==> src/rtl/wb_serial_burst_tx_if.sv <==
// Wishbone classic bus bundle for the serial burst transmitter.
// The master modport drives requests; the slave modport returns data and acknowledge.
interface wb_serial_burst_tx_if;
   logic        CYC_I;
   logic        STB_I;
   logic        WE_I;
   logic [31:0] ADR_I;
   logic [31:0] DAT_I;
   logic [31:0] DAT_O;
   logic        ACK_O;

   modport master (
      output CYC_I, STB_I, WE_I, ADR_I, DAT_I,
      input  DAT_O, ACK_O
   );

   modport slave (
      input  CYC_I, STB_I, WE_I, ADR_I, DAT_I,
      output DAT_O, ACK_O
   );
endinterface

==> src/rtl/wb_serial_burst_tx.sv <==
// Wishbone classic slave that transmits a burst of FRAME_W-bit serial frames,
// LSB first, framed by the active-low strobe ena_o. Frame k carries SEED + k.
module wb_serial_burst_tx #(
   parameter int FRAME_W = 10,
   parameter int RST_DIV = 1
) (
   input  logic                 CLK_I,
   input  logic                 RST_I,
   wb_serial_burst_tx_if.slave  wb,
   output logic                 ena_o,
   output logic                 data_o
);

   localparam int IDX_W = (FRAME_W > 1) ? $clog2(FRAME_W) : 1;
   localparam logic [IDX_W-1:0]   LAST_BIT = IDX_W'(FRAME_W - 1);
   localparam logic [FRAME_W-1:0] PAY_ONE  = FRAME_W'(1);

   localparam logic [0:0] ST_IDLE  = 1'b0;
   localparam logic [0:0] ST_SHIFT = 1'b1;

   localparam logic [1:0] A_CONFIG = 2'd0;
   localparam logic [1:0] A_SEED   = 2'd1;
   localparam logic [1:0] A_STATUS = 2'd2;

   logic [0:0]         state_reg;
   logic [7:0]         clk_div_reg;
   logic [7:0]         nframes_reg;
   logic [FRAME_W-1:0] seed_reg;
   logic               drop_reg;
   logic               ack_reg;
   logic [31:0]        dat_o_reg;
   logic [7:0]         bit_timer_reg;
   logic [IDX_W-1:0]   bit_idx_reg;
   logic [FRAME_W-1:0] payload_reg;
   logic [FRAME_W-1:0] shift_reg;
   logic [7:0]         frames_left_reg;

   logic        req;
   logic [1:0]  adr;
   logic        busy;
   logic        wr_cfg;
   logic        wr_seed;
   logic        start;
   logic [31:0] rdata;
   logic [FRAME_W-1:0] payload_next;

   // Address bits outside [3:2] and reserved data bits are intentionally ignored.
   logic unused_bits;
   assign unused_bits = ^{wb.ADR_I[31:4], wb.ADR_I[1:0], wb.DAT_I[31:17]};

   // A new request is only taken when no acknowledge is pending, so held strobes never ACK back-to-back.
   assign req          = wb.CYC_I & wb.STB_I & ~ack_reg;
   assign adr          = wb.ADR_I[3:2];
   assign busy         = (state_reg == ST_SHIFT);
   assign wr_cfg       = req & wb.WE_I & (adr == A_CONFIG);
   assign wr_seed      = req & wb.WE_I & (adr == A_SEED);
   assign start        = wr_cfg & wb.DAT_I[16] & ~busy;
   assign payload_next = payload_reg + PAY_ONE;

   assign ena_o  = ~busy;
   assign data_o = busy & shift_reg[0];
   assign wb.ACK_O = ack_reg;
   assign wb.DAT_O = dat_o_reg;

   // Read multiplexer; START and reserved fields read back as zero.
   always_comb begin
      rdata = '0;
      case (adr)
         A_CONFIG: rdata[15:0] = {nframes_reg, clk_div_reg};
         A_SEED:   rdata[FRAME_W-1:0] = seed_reg;
         A_STATUS: begin
            rdata[0]    = busy;
            rdata[15:8] = frames_left_reg;
            rdata[16]   = drop_reg;
         end
         default:  rdata = '0;
      endcase
   end

   // Single-cycle acknowledge with read data registered alongside it.
   always_ff @(posedge CLK_I) begin
      if (RST_I) begin
         ack_reg   <= 1'b0;
         dat_o_reg <= '0;
      end else begin
         ack_reg   <= req;
         dat_o_reg <= (req & ~wb.WE_I) ? rdata : '0;
      end
   end

   // Configuration registers are only writable while no burst is running.
   always_ff @(posedge CLK_I) begin
      if (RST_I) begin
         clk_div_reg <= 8'(RST_DIV);
         nframes_reg <= 8'd1;
         seed_reg    <= '0;
      end else if (!busy) begin
         if (wr_cfg) begin
            clk_div_reg <= wb.DAT_I[7:0];
            nframes_reg <= wb.DAT_I[15:8];
         end
         if (wr_seed) begin
            seed_reg <= wb.DAT_I[FRAME_W-1:0];
         end
      end
   end

   // Sticky DROP: set by discarded writes during a burst, cleared by a STATUS read.
   always_ff @(posedge CLK_I) begin
      if (RST_I) begin
         drop_reg <= 1'b0;
      end else if (busy && (wr_cfg || wr_seed)) begin
         drop_reg <= 1'b1;
      end else if (req && !wb.WE_I && adr == A_STATUS) begin
         drop_reg <= 1'b0;
      end
   end

   // Burst engine: per-bit timer, bit index within the frame, and frame counter.
   always_ff @(posedge CLK_I) begin
      if (RST_I) begin
         state_reg       <= ST_IDLE;
         bit_timer_reg   <= '0;
         bit_idx_reg     <= '0;
         payload_reg     <= '0;
         shift_reg       <= '0;
         frames_left_reg <= 8'd1;
      end else begin
         case (state_reg)
            ST_IDLE: begin
               if (start) begin
                  state_reg       <= ST_SHIFT;
                  bit_timer_reg   <= wb.DAT_I[7:0];
                  bit_idx_reg     <= '0;
                  payload_reg     <= seed_reg;
                  shift_reg       <= seed_reg;
                  frames_left_reg <= wb.DAT_I[15:8];
               end else if (wr_cfg) begin
                  frames_left_reg <= wb.DAT_I[15:8];
               end
            end
            default: begin
               if (bit_timer_reg != 8'd0) begin
                  bit_timer_reg <= bit_timer_reg - 8'd1;
               end else begin
                  bit_timer_reg <= clk_div_reg;
                  if (bit_idx_reg == LAST_BIT) begin
                     bit_idx_reg     <= '0;
                     frames_left_reg <= frames_left_reg - 8'd1;
                     // A count of 1 means this was the final frame; 0 encodes 256.
                     if (frames_left_reg == 8'd1) begin
                        state_reg <= ST_IDLE;
                     end else begin
                        payload_reg <= payload_next;
                        shift_reg   <= payload_next;
                     end
                  end else begin
                     bit_idx_reg <= bit_idx_reg + 1'b1;
                     shift_reg   <= shift_reg >> 1;
                  end
               end
            end
         endcase
      end
   end

endmodule

==> src/flat_wrapper.sv <==
// flat-port wrapper written by rule: the top's interface ports become plain ports
module wb_serial_burst_tx_flat 
#(
   parameter int FRAME_W = 10,
   parameter int RST_DIV = 1
)
  (CLK_I, RST_I, ena_o, data_o, wb_CYC_I, wb_STB_I, wb_WE_I, wb_ADR_I, wb_DAT_I, wb_DAT_O, wb_ACK_O);
  wb_serial_burst_tx_if wb_i ();
  input  logic CLK_I;
  input  logic RST_I;
  output logic ena_o;
  output logic data_o;
  input wire logic [$bits(wb_i.CYC_I)-1:0] wb_CYC_I;
  input wire logic [$bits(wb_i.STB_I)-1:0] wb_STB_I;
  input wire logic [$bits(wb_i.WE_I)-1:0] wb_WE_I;
  input wire logic [$bits(wb_i.ADR_I)-1:0] wb_ADR_I;
  input wire logic [$bits(wb_i.DAT_I)-1:0] wb_DAT_I;
  output wire logic [$bits(wb_i.DAT_O)-1:0] wb_DAT_O;
  output wire logic [$bits(wb_i.ACK_O)-1:0] wb_ACK_O;
  assign wb_i.CYC_I = wb_CYC_I;
  assign wb_i.STB_I = wb_STB_I;
  assign wb_i.WE_I = wb_WE_I;
  assign wb_i.ADR_I = wb_ADR_I;
  assign wb_i.DAT_I = wb_DAT_I;
  assign wb_DAT_O = wb_i.DAT_O;
  assign wb_ACK_O = wb_i.ACK_O;
  wb_serial_burst_tx #(.FRAME_W(FRAME_W), .RST_DIV(RST_DIV)) u_core (.CLK_I(CLK_I), .RST_I(RST_I), .wb(wb_i), .ena_o(ena_o), .data_o(data_o));
endmodule
==> config.mk <==
export PLATFORM = sky130hd
export DESIGN_NAME = wb_serial_burst_tx_flat
export DESIGN_NICKNAME = d
export VERILOG_FILES = /design/src/rtl/wb_serial_burst_tx_if.sv /design/src/rtl/wb_serial_burst_tx.sv /design/src/flat_wrapper.sv
export SDC_FILE = /design/constraint.sdc
export NUM_CORES = 1
export LEC_CHECK = 0
export BUFFER_PORTS_ARGS = -buffer_cell sky130_fd_sc_hd__buf_4
export CORE_ASPECT_RATIO = 0.7
export CORE_MARGIN = 1.5
export CORE_UTILIZATION = 48
export CTS_CLUSTER_DIAMETER = 120
export DETAILED_ROUTE_END_ITERATION = 8
export PLACE_DENSITY = 0.87
export SLEW_MARGIN = 10
export SYNTH_ARGS = -nofsm -noshare
export SYNTH_HDL_FRONTEND = slang
export SYNTH_SLANG_ARGS = --single-unit
==> constraint.sdc <==
create_clock -name CLK_I -period 2.2 [get_ports CLK_I]
set_clock_uncertainty 0.1 [all_clocks]
set_input_delay 0.22 -clock CLK_I [delete_from_list [all_inputs] [get_ports CLK_I]]
set_output_delay 0.22 -clock CLK_I [all_outputs]
set_load 0.05 [all_outputs]
### Word-level counts from Yosys, hierarchy flattened

Index checks and enable logic that the tools add are counted.

| operators by class | value |
|---|---|
| eq/ne operators | 8 |
| multiplexer cells | 31 |
| add/sub/neg operators | 4 |
| reductions and logical operators | 18 |
| bitwise operators | 14 |

Operators by type and width:

| kind | number |
|---|---|
| 10-bit two-way mux | 8 |
| 8-bit two-way mux | 8 |
| 4-bit two-way mux | 4 |
| 8-bit by 1-bit subtractor with 8-bit output (second input constant) | 2 |
| 7-bit one-hot mux with 2 select lines | 1 |
| 6-bit one-hot mux with 2 select lines | 1 |
| 10-bit by 1-bit adder with 10-bit output (second input constant) | 1 |
| 1-bit bitwise AND | 9 |
| 8-bit by 1-bit == test with 1-bit output (second input constant) | 1 |
| 8-bit nonzero test | 1 |
| 1-bit two-way mux | 7 |
| 2-bit != test (second input constant) | 3 |
| 2-bit one-hot mux with 3 select lines | 1 |
| 2-bit AND reduction | 3 |
| 3-bit AND reduction | 2 |
| 1-bit inverter | 5 |
| 4-bit by 1-bit adder with 4-bit output (second input constant) | 1 |
| 4-bit == test (second input constant) | 1 |
| 4-bit AND reduction | 1 |
| 2-bit nonzero test | 2 |
| 1-bit logical AND | 3 |
| 3-bit != test (second input constant) | 1 |
| 1-bit one-hot mux with 3 select lines | 1 |
| 3-bit nonzero test | 1 |
| other kinds (7) | 7 |

| storage, ports and cells | value |
|---|---|
| input bits | 69 |
| bits in registers | 101 |
| output and inout bits | 35 |

### Longest topological paths before layout

| depth | value |
|---|---|
| depth after elaboration | 8 |
| depth in mapped cells | 9 |
| gate-level depth less buffers | 7 |

### Least setup slack after synthesis

No wires, ideal clock.

| timing path | value |
|---|---|
| path kind | register to register |
| from | register u_core.ack_reg, in the netlist u_core.wb.ACK_O |
| to | register u_core.frames_left_reg[3] |
| required time | 2.029 ns |
| setup time | 0.071 ns |
| slack | -0.147 ns |
| buffers on the path | 0 |
| data arrival time | 2.176 ns |
| cell stages (with the launch flop) | 6 |
| cells stage by stage | dfxtp_1 -> nand3b_1 -> nor4_1 -> a21oi_1 -> or2_2 -> a21oi_1 |

| between the ends | value |
|---|---|
| cells in the longest elaborated chain, start to end | 8 |
| elaborated cells on any way between the ends | 10 |
| those cells by class | mux (2); bitwise (6); reduce/logical (2) |

RTL lines:

| what | RTL line | source |
|---|---|---|
| start, declared | wb_serial_burst_tx.sv:30 | `logic ack_reg;` |
| start signal, assigned | wb_serial_burst_tx.sv:86 | `ack_reg <= req;` |
| 1-bit inverter * | wb_serial_burst_tx.sv:52 | `assign req = wb.CYC_I & wb.STB_I & ~ack_reg;` |
| 1-bit bitwise AND * | wb_serial_burst_tx.sv:52 |  |
| 1-bit bitwise AND * (2 in a row) | wb_serial_burst_tx.sv:55 | `assign wr_cfg = req & wb.WE_I & (adr == A_CONFIG);` |
| 1-bit bitwise AND (2 in a row) | wb_serial_burst_tx.sv:57 | `assign start = wr_cfg & wb.DAT_I[16] & ~busy;` |
| 3-bit nonzero test (no source line) or 8-bit two-way mux (tied branches) | -- |  |
| 3-bit AND reduction (no source line) or 8-bit two-way mux (tied branches) | -- |  |
| end signal, assigned | wb_serial_burst_tx.sv:137 | `frames_left_reg <= wb.DAT_I[15:8];` |
| end signal, assigned | wb_serial_burst_tx.sv:139 | `frames_left_reg <= wb.DAT_I[15:8];` |
| end signal, assigned | wb_serial_burst_tx.sv:149 | `frames_left_reg <= frames_left_reg - 8'd1;` |
| end, declared | wb_serial_burst_tx.sv:36 | `logic [7:0] frames_left_reg;` |

Every way passes the cells marked *; elsewhere a longest branch is shown, timed or not.
A chain may end at the register's enable or synchronous reset.

### Worst setup path in the final report

| timing path | value |
|---|---|
| from | register u_core.bit_timer_reg[4] |
| to | register u_core.payload_reg[0] |

| between the ends | value |
|---|---|
| cells in the longest elaborated chain, start to end | 3 |

RTL lines:

| what | RTL line | source |
|---|---|---|
| start, declared | wb_serial_burst_tx.sv:32 | `logic [7:0] bit_timer_reg;` |
| start signal, assigned | wb_serial_burst_tx.sv:133 | `bit_timer_reg <= wb.DAT_I[7:0];` |
| start signal, assigned | wb_serial_burst_tx.sv:144 | `bit_timer_reg <= bit_timer_reg - 8'd1;` |
| start signal, assigned | wb_serial_burst_tx.sv:146 | `bit_timer_reg <= clk_div_reg;` |
| 8-bit nonzero test | wb_serial_burst_tx.sv:143 | `if (bit_timer_reg != 8'd0) begin` |
| 2-bit != test (no source line) | -- |  |
| 4-bit AND reduction (no source line) | -- |  |
| end signal, assigned | wb_serial_burst_tx.sv:135 | `payload_reg <= seed_reg;` |
| end signal, assigned | wb_serial_burst_tx.sv:154 | `payload_reg <= payload_next;` |
| end, declared | wb_serial_burst_tx.sv:34 | `logic [FRAME_W-1:0] payload_reg;` |

Every way passes these cells.

==> impl_metrics.yaml <==
status:
  run_status: "finished, violations left"
  violations: "negative setup slack"
synth:
  async_reset_ff_share_pct: 0
  ys_warn_count: 0
  synth-seq-area-share_pct: 40.4
  synth_top_area_share_pct: 40.4
  ys_types: 56
  ys_top_cells_by_area: "dfxtp_1 40%, mux2i_1 7.5%, a21oi_1 6.2%"
  avgSynthCellArea_um2: 8.07
  yosys.area.top_type: "dfxtp_1"
  syn_inst: 528
  synth.ff_latch_count: 86
  synth_flop_cell: "dfxtp_1"
  synth_edf_count: 0
  netlist_area_mm2: 0.00426
die:
  num_rows: 28
  start_util_pct: 49.9
  dieWidth_um: 116
  coreArea_mm2: 0.00855
  die_area_mm2: 0.00946
  die_h_um: 81.8
  ios: 104
timing:
  max_freq_ghz: 0.444
  maxSlewHeadroom_pct: 56.0
  period_share_pct: 102
  worst_hold_slack_ps: 35.2
  rsz0062_at_grt: "yes"
  finalSetupViolCount: 8
  setup_slack_ps: -51.4
  hold_viol: 0
  layout_min_cycle_time_ps: 2250
  worst_pin_slew_ps: 659
  maxSlewViolCount: 0
finish:
  insertedDiodeCount: 0
  fin_nets: 658
  fillCellCount: 723
  drive_above_1_share_pct: 21.1
  syn2layout_area_growth_pct: 20.6
  fin_cells: 707
  largest_register_ffs: 17
worst_setup_path:
  critPathCaptureType: "flop"
  start_kind: "flop"
  crit_type: "flop to flop"
  path_max_fanout: 6
  required_ps: 2370
  reg2reg_slack_ps: -50
  arrival_ps: 2420
clock_tree:
  cts_tree: "yes"
  ctsHoldBuffers: 0
  clkSinkCount: 86
  path_clk_slew_ps: 60
  clk_latency_ps: 340
  root_buffer: "clkbuf_16"
  cts_buffers: 9
  clockBufferDepth: 2
  htree_levels: 3
route:
  ant_nets: 0
  drt_iter0_drc: 431
  routedWlPerCell_um: 16.2
  via_per_inst: 5.78
  drt_first_pass_iters: 5
  route.detailed.drc: 0
  drt-total-wl_um: 11400
  vias: 4084
global_routing:
  grt_pass1_vias: 3731
  antenna_found_initial: 0
  gr-usage-all-layers_pct: 24.7
  grt-ovfl-total: 0
  grt_max_degree: 55
  grt_pass1_wl_um: 18000
placed_design:
  place_ws_ps: -157
  io_buffers: 43
  dp_hpwl_um: 7640
  place_congestion: 0.884
  dpl.cell_count: 684
hold_path:
  holdCritPathClass: "primary input to flop"
power:
  p_leak_nw: 2.04
  vdd_ir_drop_max_v: 0.000428
  power_mw: 3.30
  power_density_mw_per_mm2: 642
job:
  cap_violations: 0
-- power by group --
| part | switching (mW) | leakage, nW | internal, mW | total, mW |
|---|---|---|---|---|
| registers | 0.0140 | 0.696 | 1.57 | 1.59 |
| logic | 0.200 | 1.21 | 0.103 | 0.302 |
| clock network | 0.612 | 0.135 | 0.795 | 1.41 |
-- per-stage QoR --
stage / util [%] / cell area, µm² / setup TNS [ps]
global route: 60.1 / 5140 / -1120
CTS: 58.9 / 5030 / 0
global placement: 55.6 / 4750 / -62.7
finish: 60.1 / 5140 / -177
floorplan: - / 4320 / 0
detailed placement: 55.6 / 4750 / -343
-- cells in the final DEF (no fill, tap or decap), types with 3 or more instances in the layout --
cell type / synthesis / routed
dfxtp_1: 86 / 82
buf_4: 15 / 72
nand2_1: 67 / 67
nor2_1: 59 / 59
a21oi_1: 53 / 47
o21ai_0: 44 / 43
mux2i_1: 32 / 32
nor3_1: 15 / 15
conb_1: 1 / 15
clkbuf_16: 0 / 9
nand3_1: 8 / 8
inv_1: 8 / 7
nor2b_1: 7 / 7
a31oi_1: 7 / 7
nand2b_1: 6 / 6
or3_1: 7 / 6
a21oi_2: 0 / 6
mux2_2: 6 / 6
ha_1: 7 / 6
o211ai_1: 5 / 5
nor4_1: 5 / 4
a211oi_1: 4 / 4
xnor2_1: 4 / 4
dfxtp_2: 0 / 4
nand3b_1: 3 / 3
or2_2: 3 / 3
o21ai_1: 3 / 3
xor2_1: 3 / 3
-- cell usage after synthesis, types with 5 or more instances --
library cell,n
a21oi_1,53
a31oi_1,7
buf_4,15
clkbuf_1,25
dfxtp_1,86
ha_1,7
inv_1,8
mux2_2,6
mux2i_1,32
nand2_1,67
nand2b_1,6
nand3_1,8
nor2_1,59
nor2b_1,7
nor3_1,15
nor4_1,5
o211ai_1,5
o21ai_0,44
or3_1,7
-- critical path, stage by stage, from the launching register on --
cell     delay (ps)
dfxtp_2         320
or4_4           570
nor4_4          290
buf_4           180
o21ai_2          90
buf_6           160
or3_4           320
a21oi_2         130
-- cell families after synthesis --
logic type	share of synthesized area, %
AOI/OAI and AO/OA	19.0
xor gates and xnor gates	1.44
adders and majority gates	2.05
buffers and inverters	6.25
DFF	40.4
muxes	9.10
other	0.0880
and+or+nand+nor	21.7
-- timing repair --
action | 4_1_cts | 5_1_grt
setup endpoints to repair | 13 | 19
gates cloned | 0 | 1
buffers inserted | 0 | 6
resized for setup | 2 | 19
endpoints found under the hold margin | 0 | 0
pin swaps | 1 | 10
-- cell type report --
type | count | area [µm²] | area share [%]
multi-input combinational | 401 | 2380 | 46.3
clock inverter | 5 | 35.0 | 0.682
tap | 120 | 150 | 2.92
timing repair buffer | 75 | 568 | 11.1
sequential | 86 | 1730 | 33.6
inverter | 9 | 37.5 | 0.730
clock buffer | 11 | 243 | 4.72
-- path summary, 6_finish.rpt --
kind                                                            from                            endpoint  cells past startpoint
worst max-delay path            u_core.bit_timer_reg[4]$_SDFFE_PP0P_  u_core.payload_reg[0]$_SDFFE_PP0P_                      7
worst min register to register    u_core.nframes_reg[3]$_SDFFE_PP0P_  u_core.nframes_reg[3]$_SDFFE_PP0P_                      2
worst min-delay path                                    wb_DAT_I[13]  u_core.nframes_reg[5]$_SDFFE_PP0P_                      3
worst max register to register  u_core.bit_timer_reg[4]$_SDFFE_PP0P_  u_core.payload_reg[0]$_SDFFE_PP0P_                      7
-- routing by layer --
| metal | up-vias | track usage [%] | wire length, µm |
|---|---|---|---|
| met2 | 195 | 40.2 | 5170 |
| met1 | 1936 | 31.3 | 5050 |
| met3 | 20 | 8.34 | 1030 |
| li1 | 1933 | - | - |
| met4 | 0 | 7.56 | 198 |
| met5 | - | 0 | 0 |
(Power assumes the default switching activity.)
